`config.mk`:
```
export PLATFORM = sky130hd
export DESIGN_NAME = boot_seq_ctrl
export DESIGN_NICKNAME = d
export VERILOG_FILES = /design/src/rtl/cpu_pkg.sv /design/src/rtl/btn_debounce.sv /design/src/rtl/boot_seq_ctrl.sv
export SDC_FILE = /design/constraint.sdc
export NUM_CORES = 1
export LEC_CHECK = 0
export CAP_MARGIN = 25
export CORE_MARGIN = 4
export CORE_UTILIZATION = 41
export DETAILED_ROUTE_END_ITERATION = 6
export GPL_TIMING_DRIVEN = 0
export PLACE_DENSITY_LB_ADDON = 0.2
export SLEW_MARGIN = 20
export SYNTH_ARGS = -nofsm -noshare
export SYNTH_HDL_FRONTEND = slang
export SYNTH_SLANG_ARGS = --single-unit
```
`constraint.sdc`:
```
create_clock -name fpga_clk -period 2.3 [get_ports fpga_clk]
set_input_delay 0.23 -clock fpga_clk [delete_from_list [all_inputs] [get_ports fpga_clk]]
set_output_delay 0.23 -clock fpga_clk [all_outputs]
set_load 0.05 [all_outputs]
```
`src/rtl/cpu_pkg.sv`:
```
// Shared definitions for the boot sequencer: FSM encoding, the memory-select
// address bit and default timing constants.
package cpu_pkg;

    typedef enum logic [1:0] {
        ST_RUN   = 2'd0,
        ST_ARM   = 2'd1,
        ST_LOAD  = 2'd2,
        ST_FLUSH = 2'd3
    } boot_state_e;

    localparam int MEM_SEL_BIT      = 14;
    localparam int DEFAULT_DEBOUNCE = 20;
    localparam int DEFAULT_RST_HOLD = 16;
    localparam int DEFAULT_TIMEOUT  = 2**24;
    localparam int DEFAULT_CNT_W    = 16;

endpackage

```
`src/rtl/btn_debounce.sv`:
```
// Push-button conditioner: two-flop synchronizer, stable-high counter and a
// single-cycle press pulse that re-arms only after the button is released.
module btn_debounce #(
    parameter int DEBOUNCE = 20
) (
    input  logic clk,
    input  logic rst_n,
    input  logic srst,
    input  logic btn,
    output logic press
);

    localparam int DB_W = $clog2(DEBOUNCE + 1);

    logic            sync1_r;
    logic            sync2_r;
    logic [DB_W-1:0] cnt_r;
    logic [DB_W-1:0] cnt_next_s;
    logic            press_r;

    // Next debounce count; saturates at DEBOUNCE so the pulse value is hit once per press.
    always_comb begin
        cnt_next_s = cnt_r;
        if (!sync2_r) begin
            cnt_next_s = {DB_W{1'b0}};
        end else if (cnt_r != DB_W'(DEBOUNCE)) begin
            cnt_next_s = cnt_r + DB_W'(1);
        end else begin
            cnt_next_s = cnt_r;
        end
    end

    // Synchronizer, counter and pulse registers.
    always_ff @(posedge clk or negedge rst_n) begin
        if (!rst_n) begin
            sync1_r <= 1'b0;
            sync2_r <= 1'b0;
            cnt_r   <= {DB_W{1'b0}};
            press_r <= 1'b0;
        end else if (srst) begin
            sync1_r <= 1'b0;
            sync2_r <= 1'b0;
            cnt_r   <= {DB_W{1'b0}};
            press_r <= 1'b0;
        end else begin
            sync1_r <= btn;
            sync2_r <= sync1_r;
            cnt_r   <= cnt_next_s;
            press_r <= sync2_r && (cnt_next_s == DB_W'(DEBOUNCE - 1));
        end
    end

    assign press = press_r;

endmodule

```
`src/rtl/boot_seq_ctrl.sv`:
```
// Boot sequencer: switches the CPU between RUN and UART programming, owns the
// programmer/CPU resets and steers programmer writes to ROM or data memory.
import cpu_pkg::*;

module boot_seq_ctrl #(
    parameter int DEBOUNCE = DEFAULT_DEBOUNCE,
    parameter int RST_HOLD = DEFAULT_RST_HOLD,
    parameter int TIMEOUT  = DEFAULT_TIMEOUT,
    parameter int CNT_W    = DEFAULT_CNT_W
) (
    input  logic             fpga_clk,
    input  logic             fpga_rst_n,
    input  logic             start_pg,
    input  logic             upg_wen_i,
    input  logic [14:0]      upg_adr_i,
    input  logic [31:0]      upg_dat_i,
    input  logic             upg_done_i,
    output logic             upg_rst_o,
    output logic             cpu_rst_o,
    output logic             rom_wen_o,
    output logic             ram_wen_o,
    output logic [13:0]      mem_adr_o,
    output logic [31:0]      mem_dat_o,
    output logic [CNT_W-1:0] rom_words_o,
    output logic [CNT_W-1:0] ram_words_o,
    output logic             busy_o,
    output logic             err_o
);

    localparam int IDLE_W = $clog2(TIMEOUT);
    localparam int HOLD_W = $clog2(RST_HOLD + 1);

    boot_state_e        state_r;
    logic               press_s;
    logic               timeout_s;
    logic               upg_rst_r;
    logic               cpu_rst_r;
    logic               busy_r;
    logic               err_r;
    logic               rom_wen_r;
    logic               ram_wen_r;
    logic [13:0]        mem_adr_r;
    logic [31:0]        mem_dat_r;
    logic [CNT_W-1:0]   rom_cnt_r;
    logic [CNT_W-1:0]   ram_cnt_r;
    logic [IDLE_W-1:0]  idle_r;
    logic [HOLD_W-1:0]  hold_r;

    function automatic logic [CNT_W-1:0] sat_inc(input logic [CNT_W-1:0] v);
        if (v == {CNT_W{1'b1}}) begin
            sat_inc = v;
        end else begin
            sat_inc = v + CNT_W'(1);
        end
    endfunction

    btn_debounce #(
        .DEBOUNCE (DEBOUNCE)
    ) u_start_db (
        .clk   (fpga_clk),
        .rst_n (fpga_rst_n),
        .srst  (1'b0),
        .btn   (start_pg),
        .press (press_s)
    );

    // A write in the same cycle restarts the idle window, so it cannot time out.
    always_comb begin
        if (upg_wen_i) begin
            timeout_s = 1'b0;
        end else begin
            timeout_s = (idle_r == IDLE_W'(TIMEOUT - 1));
        end
    end

    // Sequencer FSM; every output register is loaded with its next-state value.
    always_ff @(posedge fpga_clk or negedge fpga_rst_n) begin
        if (!fpga_rst_n) begin
            state_r   <= ST_RUN;
            upg_rst_r <= 1'b1;
            cpu_rst_r <= 1'b1;
            busy_r    <= 1'b0;
            err_r     <= 1'b0;
            rom_wen_r <= 1'b0;
            ram_wen_r <= 1'b0;
            mem_adr_r <= 14'd0;
            mem_dat_r <= 32'd0;
            rom_cnt_r <= {CNT_W{1'b0}};
            ram_cnt_r <= {CNT_W{1'b0}};
            idle_r    <= {IDLE_W{1'b0}};
            hold_r    <= {HOLD_W{1'b0}};
        end else begin
            rom_wen_r <= 1'b0;
            ram_wen_r <= 1'b0;
            case (state_r)
                ST_RUN: begin
                    upg_rst_r <= 1'b1;
                    if (press_s) begin
                        state_r   <= ST_ARM;
                        cpu_rst_r <= 1'b1;
                        busy_r    <= 1'b1;
                        err_r     <= 1'b0;
                        rom_cnt_r <= {CNT_W{1'b0}};
                        ram_cnt_r <= {CNT_W{1'b0}};
                        idle_r    <= {IDLE_W{1'b0}};
                    end else begin
                        cpu_rst_r <= 1'b0;
                        busy_r    <= 1'b0;
                    end
                end
                ST_ARM: begin
                    state_r   <= ST_LOAD;
                    upg_rst_r <= 1'b0;
                    cpu_rst_r <= 1'b1;
                    busy_r    <= 1'b1;
                    idle_r    <= {IDLE_W{1'b0}};
                end
                ST_LOAD: begin
                    if (upg_wen_i) begin
                        mem_adr_r <= upg_adr_i[13:0];
                        mem_dat_r <= upg_dat_i;
                        idle_r    <= {IDLE_W{1'b0}};
                        if (upg_adr_i[MEM_SEL_BIT]) begin
                            ram_wen_r <= 1'b1;
                            ram_cnt_r <= sat_inc(ram_cnt_r);
                        end else begin
                            rom_wen_r <= 1'b1;
                            rom_cnt_r <= sat_inc(rom_cnt_r);
                        end
                    end else begin
                        idle_r <= idle_r + IDLE_W'(1);
                    end
                    // Timeout outranks done: both go to FLUSH, only timeout flags an error.
                    if (timeout_s || upg_done_i) begin
                        state_r   <= ST_FLUSH;
                        upg_rst_r <= 1'b1;
                        hold_r    <= {HOLD_W{1'b0}};
                        err_r     <= err_r | timeout_s;
                    end else begin
                        state_r <= ST_LOAD;
                    end
                end
                ST_FLUSH: begin
                    upg_rst_r <= 1'b1;
                    if (hold_r == HOLD_W'(RST_HOLD - 1)) begin
                        state_r   <= ST_RUN;
                        cpu_rst_r <= 1'b0;
                        busy_r    <= 1'b0;
                    end else begin
                        hold_r <= hold_r + HOLD_W'(1);
                    end
                end
                default: begin
                    state_r   <= ST_RUN;
                    upg_rst_r <= 1'b1;
                    cpu_rst_r <= 1'b1;
                    busy_r    <= 1'b0;
                end
            endcase
        end
    end

    assign upg_rst_o   = upg_rst_r;
    assign cpu_rst_o   = cpu_rst_r;
    assign rom_wen_o   = rom_wen_r;
    assign ram_wen_o   = ram_wen_r;
    assign mem_adr_o   = mem_adr_r;
    assign mem_dat_o   = mem_dat_r;
    assign rom_words_o = rom_cnt_r;
    assign ram_words_o = ram_cnt_r;
    assign busy_o      = busy_r;
    assign err_o       = err_r;

endmodule

```
; Word-level counts from Yosys, hierarchy flattened
; Cells that the tools add are included.
[word_totals]
regBits = 123
wordCells = 93
[classes]
addsub = 5
eq_ne = 18
n_mux = 36
bitwise = 1
reduce_logical = 16
[ops]
columns = operator, n
row1 = two-way mux 16 bit, 7
row2 = one-hot mux 24 bit (3 select lines), 1
row3 = one-hot mux 16 bit (2 select lines), 2
row4 = two-way mux 24 bit, 2
row5 = "adder 16 x 1 -> 16 bit, second input constant", 2
row6 = "== test 16 bit, second input constant", 2
row7 = "adder 24 x 1 -> 24 bit, second input constant", 1
row8 = "== test 24 bit, second input constant", 1
row9 = two-way mux 5 bit, 4
row10 = "inequality test 2 bit, second input constant", 8
row11 = two-way mux 1 bit, 13
row12 = "adder 5 x 1 -> 5 bit, second input constant", 2
row13 = one-hot mux 5 bit (2 select lines), 1
row14 = AND reduction 5 bit, 2
row15 = one-hot mux 2 bit (4 select lines), 1
row16 = AND reduction 2 bit, 4
row17 = one-hot mux 1 bit (3 select lines), 2
row18 = AND reduction 3 bit, 2
row19 = nonzero test 3 bit, 2
row20 = "== test 5 x 4 -> 1 bit, second input constant", 1
row21 = "== test 5 bit, second input constant", 1
row22 = "inequality test 5 bit, second input constant", 1
row23 = "== test 2 bit, second input constant", 2
row24 = two-way mux 2 bit, 2
row25 = 9 further kinds, 10

; Logic depth before layout (Yosys ltp)
; Gate-level depths: netlist of the first run.
[depth]
depth_word = 5
mapped_depth = 8

; Cells and area by module
; Synthesis of the first run repeated with hierarchy kept, for this count alone.
[unflattened]
cells_unflattened = 542
area_unflattened_um2 = 5926.9
[by_module_without_submodules]
columns = mod, n_inst, cells_each, area_each_um2, seq_area_each_um2
row1 = boot_seq_ctrl, 1, 512, 5559.1, 2880.3
row2 = btn_debounce, 1, 30, 367.9, 200.2

; Least setup slack after synthesis of the first run
; Ideal clock, no wire load.
[synth_path]
path_kind = flip-flop to flip-flop
start = register rom_cnt_r[0] (netlist: rom_words_o[0])
end = register rom_cnt_r[5] (netlist: rom_words_o[5])
arrival_time_ps = 2112
required_time_ps = 2203
slack_ps = 91
path_stages_with_launch = 8
path_buffers = 1
synth_period_minus_slack_ps = 2209
path_cell_list = dfrtp_1 > ha_1 > nand4_1 > or4_4 > o21ai_4 > buf_6 > o21ai_1 > o31ai_1
[synth_between]
elab_chain_len = 5
elab_cells_between_ends = 8
classes_between = 1 x add/sub / 2 x eq/ne / 4 x mux / 1 x reduce/logical
[synth_rtl]
columns = item, line
row1 = from (decl), boot_seq_ctrl.sv:44  ; logic [CNT_W-1:0] rom_cnt_r;
row2 = from (signal assigned), boot_seq_ctrl.sv:88  ; rom_cnt_r <= {CNT_W{1'b0}};
row3 = from (signal assigned), boot_seq_ctrl.sv:103  ; rom_cnt_r <= {CNT_W{1'b0}};
row4 = from (signal assigned), boot_seq_ctrl.sv:128  ; rom_cnt_r <= sat_inc(rom_cnt_r);
row5 = adder 16 x 1 -> 16 bit, boot_seq_ctrl.sv:53  ; sat_inc = v + CNT_W'(1);
row6 = two-way mux 16 bit, boot_seq_ctrl.sv:50  ; if (v == {CNT_W{1'b1}}) begin
row7 = two-way mux 16 bit, boot_seq_ctrl.sv:123  ; if (upg_adr_i[MEM_SEL_BIT]) begin
row8 = two-way mux 16 bit, boot_seq_ctrl.sv:119  ; if (upg_wen_i) begin
row9 = one-hot mux 16 bit (2 select lines), boot_seq_ctrl.sv:95  ; case (state_r)
; Parallel ways exist; a longest one is shown, timed or not. The select of a mux whose other input is x is not followed.
; A chain may end at the register's enable or synchronous reset.

; Worst setup path after layout of the first run
[layout_path]
start = register state_r[0]
end = register mem_dat_r[23] (netlist: mem_dat_o[23])
[layout_between]
elab_chain_len = 2
[layout_rtl]
columns = item, line
row1 = from (decl), boot_seq_ctrl.sv:33  ; boot_state_e state_r;
row2 = from (signal assigned), boot_seq_ctrl.sv:79  ; state_r <= ST_RUN;
row3 = from (signal assigned), boot_seq_ctrl.sv:99  ; state_r <= ST_ARM;
row4 = from (signal assigned), boot_seq_ctrl.sv:112  ; state_r <= ST_LOAD;
row5 = == test 2 bit, boot_seq_ctrl.sv:95
row6 = AND reduction 2 bit (no line), -
row7 = to (signal assigned), boot_seq_ctrl.sv:121  ; mem_dat_r <= upg_dat_i;
row8 = to (decl), boot_seq_ctrl.sv:43  ; logic [31:0] mem_dat_r;
; Every way passes these cells.

==> results of run 1 <==
[synthesized netlist by cell type (3+ instances only)]
cell type and n:
or4_1 4, mux2i_1 5, o21ai_1 8, a31oi_1 3, inv_1 13, o22a_1 5, xor2_1 16, mux2_2 46
o21a_1 3, a21oi_1 15, or3_1 6, o211ai_1 4, xnor2_1 11, buf_2 9, nor4_1 3, ha_1 12
nor2_1 48, nor2b_1 6, nand4b_1 3, nand4_1 15, o21ai_0 22, and2_1 11, nand2b_1 4, a22o_1 3
a21o_1 3, nor3_1 7, dfrtp_1 121, clkbuf_1 7, nand3_1 27, o31ai_1 3, and4_1 7, and3_1 11
nand2_1 62
[cell usage in the layout (no fill, tap or decap), drive strengths merged, types with 14 or more instances in the layout]
cell / n
mux2: 46
buf: 14
clkdlybuf4s50: 134
o21ai: 32
nand4: 16
xor2: 16
inv: 14
nor2: 48
a21oi: 17
dfrtp: 121
nand3: 28
clkbuf: 30
nand2: 62
[area by class of cell]
| cell class | count | area, um2 | share of cell area |
|---|---|---|---|
| Clock inverter | 12 | 170 | 0.0207 |
| Multi-Input combinational cell | 402 | 2730 | 0.331 |
| Buffer | 17 | 96.3 | 0.0117 |
| Sequential cell | 123 | 3080 | 0.374 |
| Tap cell | 180 | 225 | 0.0273 |
| Inverter | 14 | 52.6 | 0.00638 |
| Clock buffer | 20 | 457 | 0.0554 |
| Timing Repair Buffer | 142 | 1430 | 0.173 |
[layer usage]
metal | up-vias | share of wire | global-route usage | routed length (um)
li1 | 2312 | - | - | -
met1 | 2412 | 0.43 | 0.230 | 6230
met2 | 98 | 0.52 | 0.302 | 7600
met3 | 22 | 0.038 | 0.0513 | 553
met4 | 0 | 0.017 | 0.0605 | 250
met5 | - | 0 | 0 | 0
[worst register-to-register path, delay by kind of cell (launching register included)]
family        cells  cell delay (ps)
fa+ha+maj         1              280
buf+inv           4              880
flops             1              420
mux               1              370
simple gates      1              130
[power breakdown]
group,total [uW],leakage [uW],switching [uW],internal (uW)
registers,3210,0.00157,430,2780
clock network,2820,0.000298,959,1860
logic,5000,0.00156,3220,1790
[cells by family after synthesis]
family                   synth area share
AND/OR/NAND/NOR                     0.195
flip-flops                          0.521
AO/OA/AOI/OAI                      0.0998
multiplexers                       0.0960
buffers and inverters              0.0228
XOR/XNOR                           0.0400
adder cells (fa/ha/maj)            0.0254
[through the flow]
step	hold WS (ps)	std cells
5_1_grt	240	910
6_report	263	910
2_1_floorplan	-65.6	556
3_3_place_gp	336	871
3_5_place_dp	235	872
4_1_cts	250	905
[path summary, 6_finish.rpt]
check	endpoint	slack, ps	depth (start not counted)
worst max register to register	mem_dat_o[23]	110	7
worst max-delay path	mem_dat_o[23]	110	7
worst min register to register	u_start_db.sync2_r	350	0
max in group asynchronous	upg_rst_o	1220	3
worst min-delay path	u_start_db.sync1_r	260	1
min in group asynchronous	ram_words_o[6]	340	2
[repair_timing]
action	in CTS	in global routing
hold buffers	1	0
endpoints found under the hold margin	54	0
pin swaps	1	1
gates resized for setup	3	15
setup buffers	0	5
endpoints found under the setup margin	47	63
[registers in the layout, indices dropped and copies added (netlist names), 2 cells and up]
register	flops
hold_r	5
idle_r	24
mem_adr_o	14
mem_dat_o	32
ram_words_o	16
rom_words_o	16
state_r	2
u_start_db.cnt_r	5
==> metrics.yaml, run 1 <==
clocking:
  numCtsBuffers: 17
  cts_tree: "yes"
  clockBufferDepth: 2
  clk_latency_ps: 410
  clk_pin_slew_worst_paths_ps: 50
  clock_sinks: 123
  cts_htree_levels: 4
  cts-root-buf: "clkbuf_16"
global_route:
  grt_pass1_wl_um: 24000
  grt-ovfl-total: 0
  antenna_found_initial: 0
  grt_max_degree: 69
  grtUsageTotal: 0.182
  grt_pass1_vias: 4863
yosys:
  yosysTopAreaCell: "dfrtp_1"
  synthesis.area_um2: 5920
  async_reset_ff_frac: 1.00
  synth_top_area_share: 0.512
  synth_cell_types: 61
  yosys-top-cells-area: "dfrtp_1 (51%), mux2_2 (8.8%), nand2_1 (3.9%)"
  yosysWarningCount: 0
  synth_edf_count: 0
  ys_seq_elements: 123
  ys.flop_type: "dfrtp_1"
  syn-instance-count: 556
  avgSynthCellArea_um2: 10.6
  synth_seq_area_share: 0.521
  syn_nets: 620
worst_setup_path:
  crit_start: "state_r[0]"
  reg2reg_from: "state_r[0]"
  arrival_ps: 2490
  critPathKind: "reg2reg"
  cp_num_buf_inv: 4
  cp_top_family: "buffers and inverters"
  cpMostUsedCell: "buf_2"
  cp-start-kind: "register"
  crit_chain: "inv_1 -> ha_1 -> buf_2 -> nand2_1 -> clkbuf_2 -> buf_2 -> mux2_2"
  required_ps: 2600
  crit_path_max_incr_delay_ps: 420
  endpoint_kind: "register"
  crit_slowest_cell: "dfrtp_2"
  worst-path-max-fanout: 10
route:
  wirelength_um: 14600
  ant_nets: 0
  first_pass_iters: 4
  wire_per_inst_um: 16.1
  first_iter_violations: 327
  vias: 4844
  viasPerCell: 5.32
  drc: 0
timing:
  relSlewSlack: 0.531
  skew_ps: 5.37
  setup_tns_ps: 0
  setup_viol: 0
  fmax_mhz: 456
  slew_violations: 0
  min_period_ps: 2190
  timing.final.crit_share: 0.954
  fin_ws_ps: 106
  tightest_slew_ps: 701
  finalHoldViolCount: 0
layout:
  final_layout_size_suffix_gt1_frac: 0.163
  design_area_um2: 8240
  nets: 781
  num_antenna_cells: 0
  utilization: 0.589
  n_fill_cell: 1165
  syn2layout_area_growth_pct: 39.3
die:
  die_area_um2: 16400
  rows: 43
  initial_core_util: 0.423
  die_width_um: 128
  io_pins: 136
  die_y_um: 128
  core_area_um2: 14000
flow_run:
  drv_cap: 0
power_and_ir_drop:
  p_leak_uw: 0.00343
  power.density_nw_per_um2: 1340
  total_power_uw: 11000
  vdd_ir_drop_max_uv: 603
placed_design:
  placed_cell_area_um2: 7520
  port_buffers: 135
  dp_hpwl_um: 10500
  place_congestion: 0.869
  dp_slack_ps: -174
min_path:
  worstHoldStart: "start_pg"
  hp-class: "in2reg"
run_status:
  status: "complete, no violations"
Power figures use the tool's default switching activity.
==> run 2, diff against run 1 <==
- CORE_MARGIN: 4 -> unset
- CORE_UTILIZATION: 41 -> 49
==> run 2 against run 1 <==
The flow now finishes with violations (DRC). First-iteration DRC count fell by 4.6%. Maximum frequency rose by 1.5%. Combinational power barely moved. Non-clock buffer count fell by 1. Global-route usage rose by 6.1 points. Clock power barely moved. Die area fell by 24%. Via count rose by 1.5%. Critical path depth did not move. Count of clock-buffer cells in the layout did not move. Largest power group unchanged.
==> metrics.yaml, run 2 (synthesized netlist as in run 1, its figures left out) <==
layout:
  mostFrequentLayoutCell: "clkdlybuf4s50_1"
  largest_reg_flops: 32
  syn2layout_area_growth_pct: 38.5
  fin_cells: 872
  final_cell_mix: "clkdlybuf4s50_1 (134), dfrtp_1 (119), nand2_1 (62)"
  nets: 780
  utilization: 0.705
  design_area_um2: 8190
  num_antenna_cells: 0
  n_fill_cell: 838
  final_layout_size_suffix_gt1_frac: 0.163
timing:
  skew_ps: 8.22
  finalHoldViolCount: 0
  timing.final.crit_share: 0.940
  fmax_mhz: 462
  min_period_ps: 2160
  setup_tns_ps: 0
  tightest_slew_ps: 663
  fin_ws_ps: 138
  setup_viol: 0
  rsz0062_at_grt: "false"
  slew_violations: 0
  relSlewSlack: 0.556
global_route:
  top_usage_layer: "met2"
  grtUsageMet1: 0.287
  grt_max_degree: 73
  grt_pass1_vias: 4931
  grt_use_met2: 0.410
  grt_pass1_wl_um: 23700
  antenna_found_initial: 0
  gr-usage-met3: 0.0648
  grtUsageTotal: 0.243
  grt-ovfl-total: 0
route:
  ant_nets: 0
  first_iter_violations: 312
  wire_per_inst_um: 16.4
  drc: 7
  viasPerCell: 5.64
  vias: 4918
  wirelength_um: 14300
  first_pass_iters: 7
die:
  rows: 39
  core_area_um2: 11600
  die_width_um: 112
  initial_core_util: 0.509
  die_area_um2: 12500
  die_y_um: 112
  io_pins: 136
placed_design:
  placed_cell_area_um2: 7470
  port_buffers: 135
  dp_slack_ps: -171
  dp.cells: 835
  dp_hpwl_um: 9960
  place_congestion: 0.878
clocking:
  clockBufferDepth: 2
  numCtsBuffers: 17
  cts-root-buf: "clkbuf_16"
  clk_pin_slew_worst_paths_ps: 60
  clk_latency_ps: 420
  cts_tree: "yes"
  clock_sinks: 123
  cts_htree_levels: 4
worst_setup_path:
  crit_chain: "inv_1 -> ha_2 -> buf_2 -> nand2_1 -> clkbuf_2 -> buf_2 -> mux2_2"
  required_ps: 2600
  cp_top_family: "buffers and inverters"
  cpMostUsedCell: "buf_2"
  crit_slowest_cell: "dfrtp_2"
  crit_path_max_incr_delay_ps: 420
  cp_num_buf_inv: 4
  arrival_ps: 2470
  worst-path-max-fanout: 10
  endpoint_kind: "register"
  critPathKind: "reg2reg"
  cp-start-kind: "register"
flow_run:
  drv_cap: 0
min_path:
  hp-class: "in2reg"
power_and_ir_drop:
  vdd_ir_drop_max_uv: 1230
  power.density_nw_per_um2: 1340
  p_leak_uw: 0.00342
run_status:
  status: "complete, but fails checks"
  violations: "DRC"
-- run 2: power by group --
group,internal (uW),switching [uW],total [uW]
Sequential,2780,443,3220
Combinational,1780,3210,4990
Clock,1830,955,2790
Total,6390,4610,11000
-- run 2: path summary, 6_finish.rpt --
| path | to | slack, ps | startpoint | cells past startpoint |
|---|---|---|---|---|
| setup / recovery | mem_dat_o[20] | 140 | state_r[0] | 7 |
| hold / removal | u_start_db.sync1_r | 250 | start_pg | 1 |
| setup reg to reg | mem_dat_o[20] | 140 | state_r[0] | 7 |
| hold reg to reg | u_start_db.sync2_r | 350 | u_start_db.sync1_r | 0 |
| max in group asynchronous | cpu_rst_o | 1220 | fpga_rst_n | 3 |
| min in group asynchronous | ram_words_o[5] | 330 | fpga_rst_n | 2 |
-- run 2: through the flow --
step	total power [uW]	hold WS, ps
2_1_floorplan	6470	-65.6
3_3_place_gp	8020	333
3_5_place_dp	8160	211
4_1_cts	11000	231
5_1_grt	11500	252
6_report	11000	250
-- run 2: routing by layer --
layer	share of wire	vias to the layer above	wire, um
met4	0.019	0	266
met1	0.41	2429	5870
met3	0.047	21	674
met2	0.52	148	7510
met5	0	-	0
li1	-	2320	-
-- run 2: final cells by class --
cell class | instances | area, um2 | area share
well taps | 143 | 179 | 0.0218
flip-flops and latches | 123 | 3080 | 0.376
clock inverters | 12 | 171 | 0.0209
repair buffers | 141 | 1420 | 0.173
plain buffers | 17 | 93.8 | 0.0115
inverters | 14 | 52.6 | 0.00642
clock buffers | 20 | 447 | 0.0545
multi-input cells | 402 | 2750 | 0.335
-- run 2: timing repair --
action | in CTS | in global routing
gates cloned | 0 | 0
setup endpoints to repair | 47 | 79
gates resized for setup | 5 | 14
pin swaps | 1 | 1
endpoints found under the hold margin | 50 | 0
setup buffers | 2 | 2
hold buffers | 1 | 0
==> run 3, diff against run 2 <==
- DONT_BUFFER_PORTS: unset -> 1
==> run 3 against run 2 <==
The run ends with DRC, hold timing left. Sequential power grew 61%. Maximum frequency is 0.55% lower. Highest routed layer unchanged. Design area down 11%. Clock skew is 2.7 ps lower. Die area stayed put. Hold slack got worse by 740 ps. Critical path depth up 1.
==> metrics.yaml, run 3 (synthesized netlist as in run 1, its figures left out) <==
run_status:
  status: "complete, but fails checks"
  violations: "DRC, hold timing"
route:
  first_iter_violations: 228
  wire_per_inst_um: 17.3
  ant_nets: 0
  vias: 4522
  viasPerCell: 5.78
  drc: 8
  wirelength_um: 13600
  m1WireLength_um: 5590
  wl_met3_um: 726
  first_pass_iters: 6
  dr_wl_met2_um: 7000
  top_layer_used: "met4"
layout:
  largest_reg_flops: 32
  final_cell_mix: "dfrtp_1 (103), nand2_1 (62), dlygate4sd3_1 (50)"
  syn2layout_area_growth_pct: 23.3
  nets: 691
  final_layout_size_suffix_gt1_frac: 0.207
  utilization: 0.628
  mostFrequentLayoutCell: "dfrtp_1"
  design_area_um2: 7290
  num_antenna_cells: 0
  n_fill_cell: 916
timing:
  min_period_ps: 2170
  hold_ws_ps: -491
  relSlewSlack: 0.569
  fmax_mhz: 460
  tightest_slew_ps: 644
  slew_violations: 0
  timing.final.crit_share: 0.945
  setup_viol: 0
  finalHoldViolCount: 123
  skew_ps: 5.52
clocking:
  clk_latency_ps: 420
  cts_tree: "yes"
  cts-root-buf: "clkbuf_16"
  clockBufferDepth: 2
  cts_htree_levels: 4
  numCtsBuffers: 17
  postCtsHoldBufs: 50
  clk_pin_slew_worst_paths_ps: 50
  clock_sinks: 123
global_route:
  grt-ovfl-total: 0
  grt_max_degree: 124
  grt_pass1_wl_um: 22700
  antenna_found_initial: 0
  grtUsageTotal: 0.233
  grt_pass1_vias: 4570
die:
  die_area_um2: 12500
  die_width_um: 112
  rows: 39
  initial_core_util: 0.509
  io_pins: 136
  core_area_um2: 11600
  die_y_um: 112
flow_run:
  drv_cap: 0
worst_setup_path:
  worst-path-max-fanout: 7
  r2r_cells: 8
  required_ps: 2600
  arrival_ps: 2470
  cp-start-kind: "register"
  endpoint_kind: "register"
  critPathKind: "reg2reg"
power_and_ir_drop:
  vdd_ir_drop_max_uv: 1210
  power.density_nw_per_um2: 1350
  p_leak_uw: 0.00305
placed_design:
  dp_hpwl_um: 8960
  port_buffers: 0
  place_congestion: 0.860
  placed_cell_area_um2: 6090
min_path:
  hp-class: "in2async"
[run 3: final timing paths]
kind / from / endpoint / slack, ps
min: fpga_rst_n / ram_words_o[1] / -490
max: state_r[1] / idle_r[16] / 130
min in group fpga_clk: upg_done_i / hold_r[1] / 60
max reg2reg: state_r[1] / idle_r[16] / 130
max in group asynchronous: fpga_rst_n / cpu_rst_o / 2500
min reg2reg: u_start_db.sync1_r / u_start_db.sync2_r / 370
[run 3: final cells by class]
class	count	area, um2	area share
multi-input combinational	402	2740	0.376
clock buffer	20	457	0.0626
clock inverter	11	145	0.0199
timing repair buffer	52	515	0.0707
sequential	123	3110	0.426
inverter	14	52.6	0.00721
tap	143	179	0.0245
buffer	17	93.8	0.0129
[run 3: power by group]
group          internal, uW  switching, uW  leakage [uW]
Clock                  1750            940      0.000288
Combinational           886           1040       0.00122
Sequential             2760           2430       0.00154
[run 3: metrics by stage]
stage          std cells  power [uW]  setup TNS [ps]  hold WS, ps  setup slack, ps
3_3_place_gp         699        6900           -4010        -63.1             -124
3_5_place_dp         699        7010           -6010        -63.3             -150
5_1_grt              782       10300           -13.9         -516            -13.3
4_1_cts              780        9820               0         -511             9.12
6_report             782        9810               0         -491              126
2_1_floorplan        556        6470               0        -65.6             91.0
[run 3: worst max-delay path, cell delays in order (launching register included)]
cell and delay, ps:
dfrtp_1 420, inv_1 100, ha_1 250, nor2b_1 150, buf_2 170, or3_1 430
nor4_2 340, xnor2_1 150, nor2_1 50
[run 3: repair_timing]
item / in CTS / in global routing
gates resized for setup: 9 / 28
endpoints found under the setup margin: 58 / 68
hold endpoints to repair: 173 / 123
buffers inserted: 0 / 2
pin swaps: 0 / 1
[run 3: routing by layer]
layer | global-route usage | vias to the layer above
li1 | - | 2137
met1 | 0.274 | 2248
met2 | 0.397 | 119
met3 | 0.0659 | 18
met4 | 0.104 | 0
met5 | 0 | -
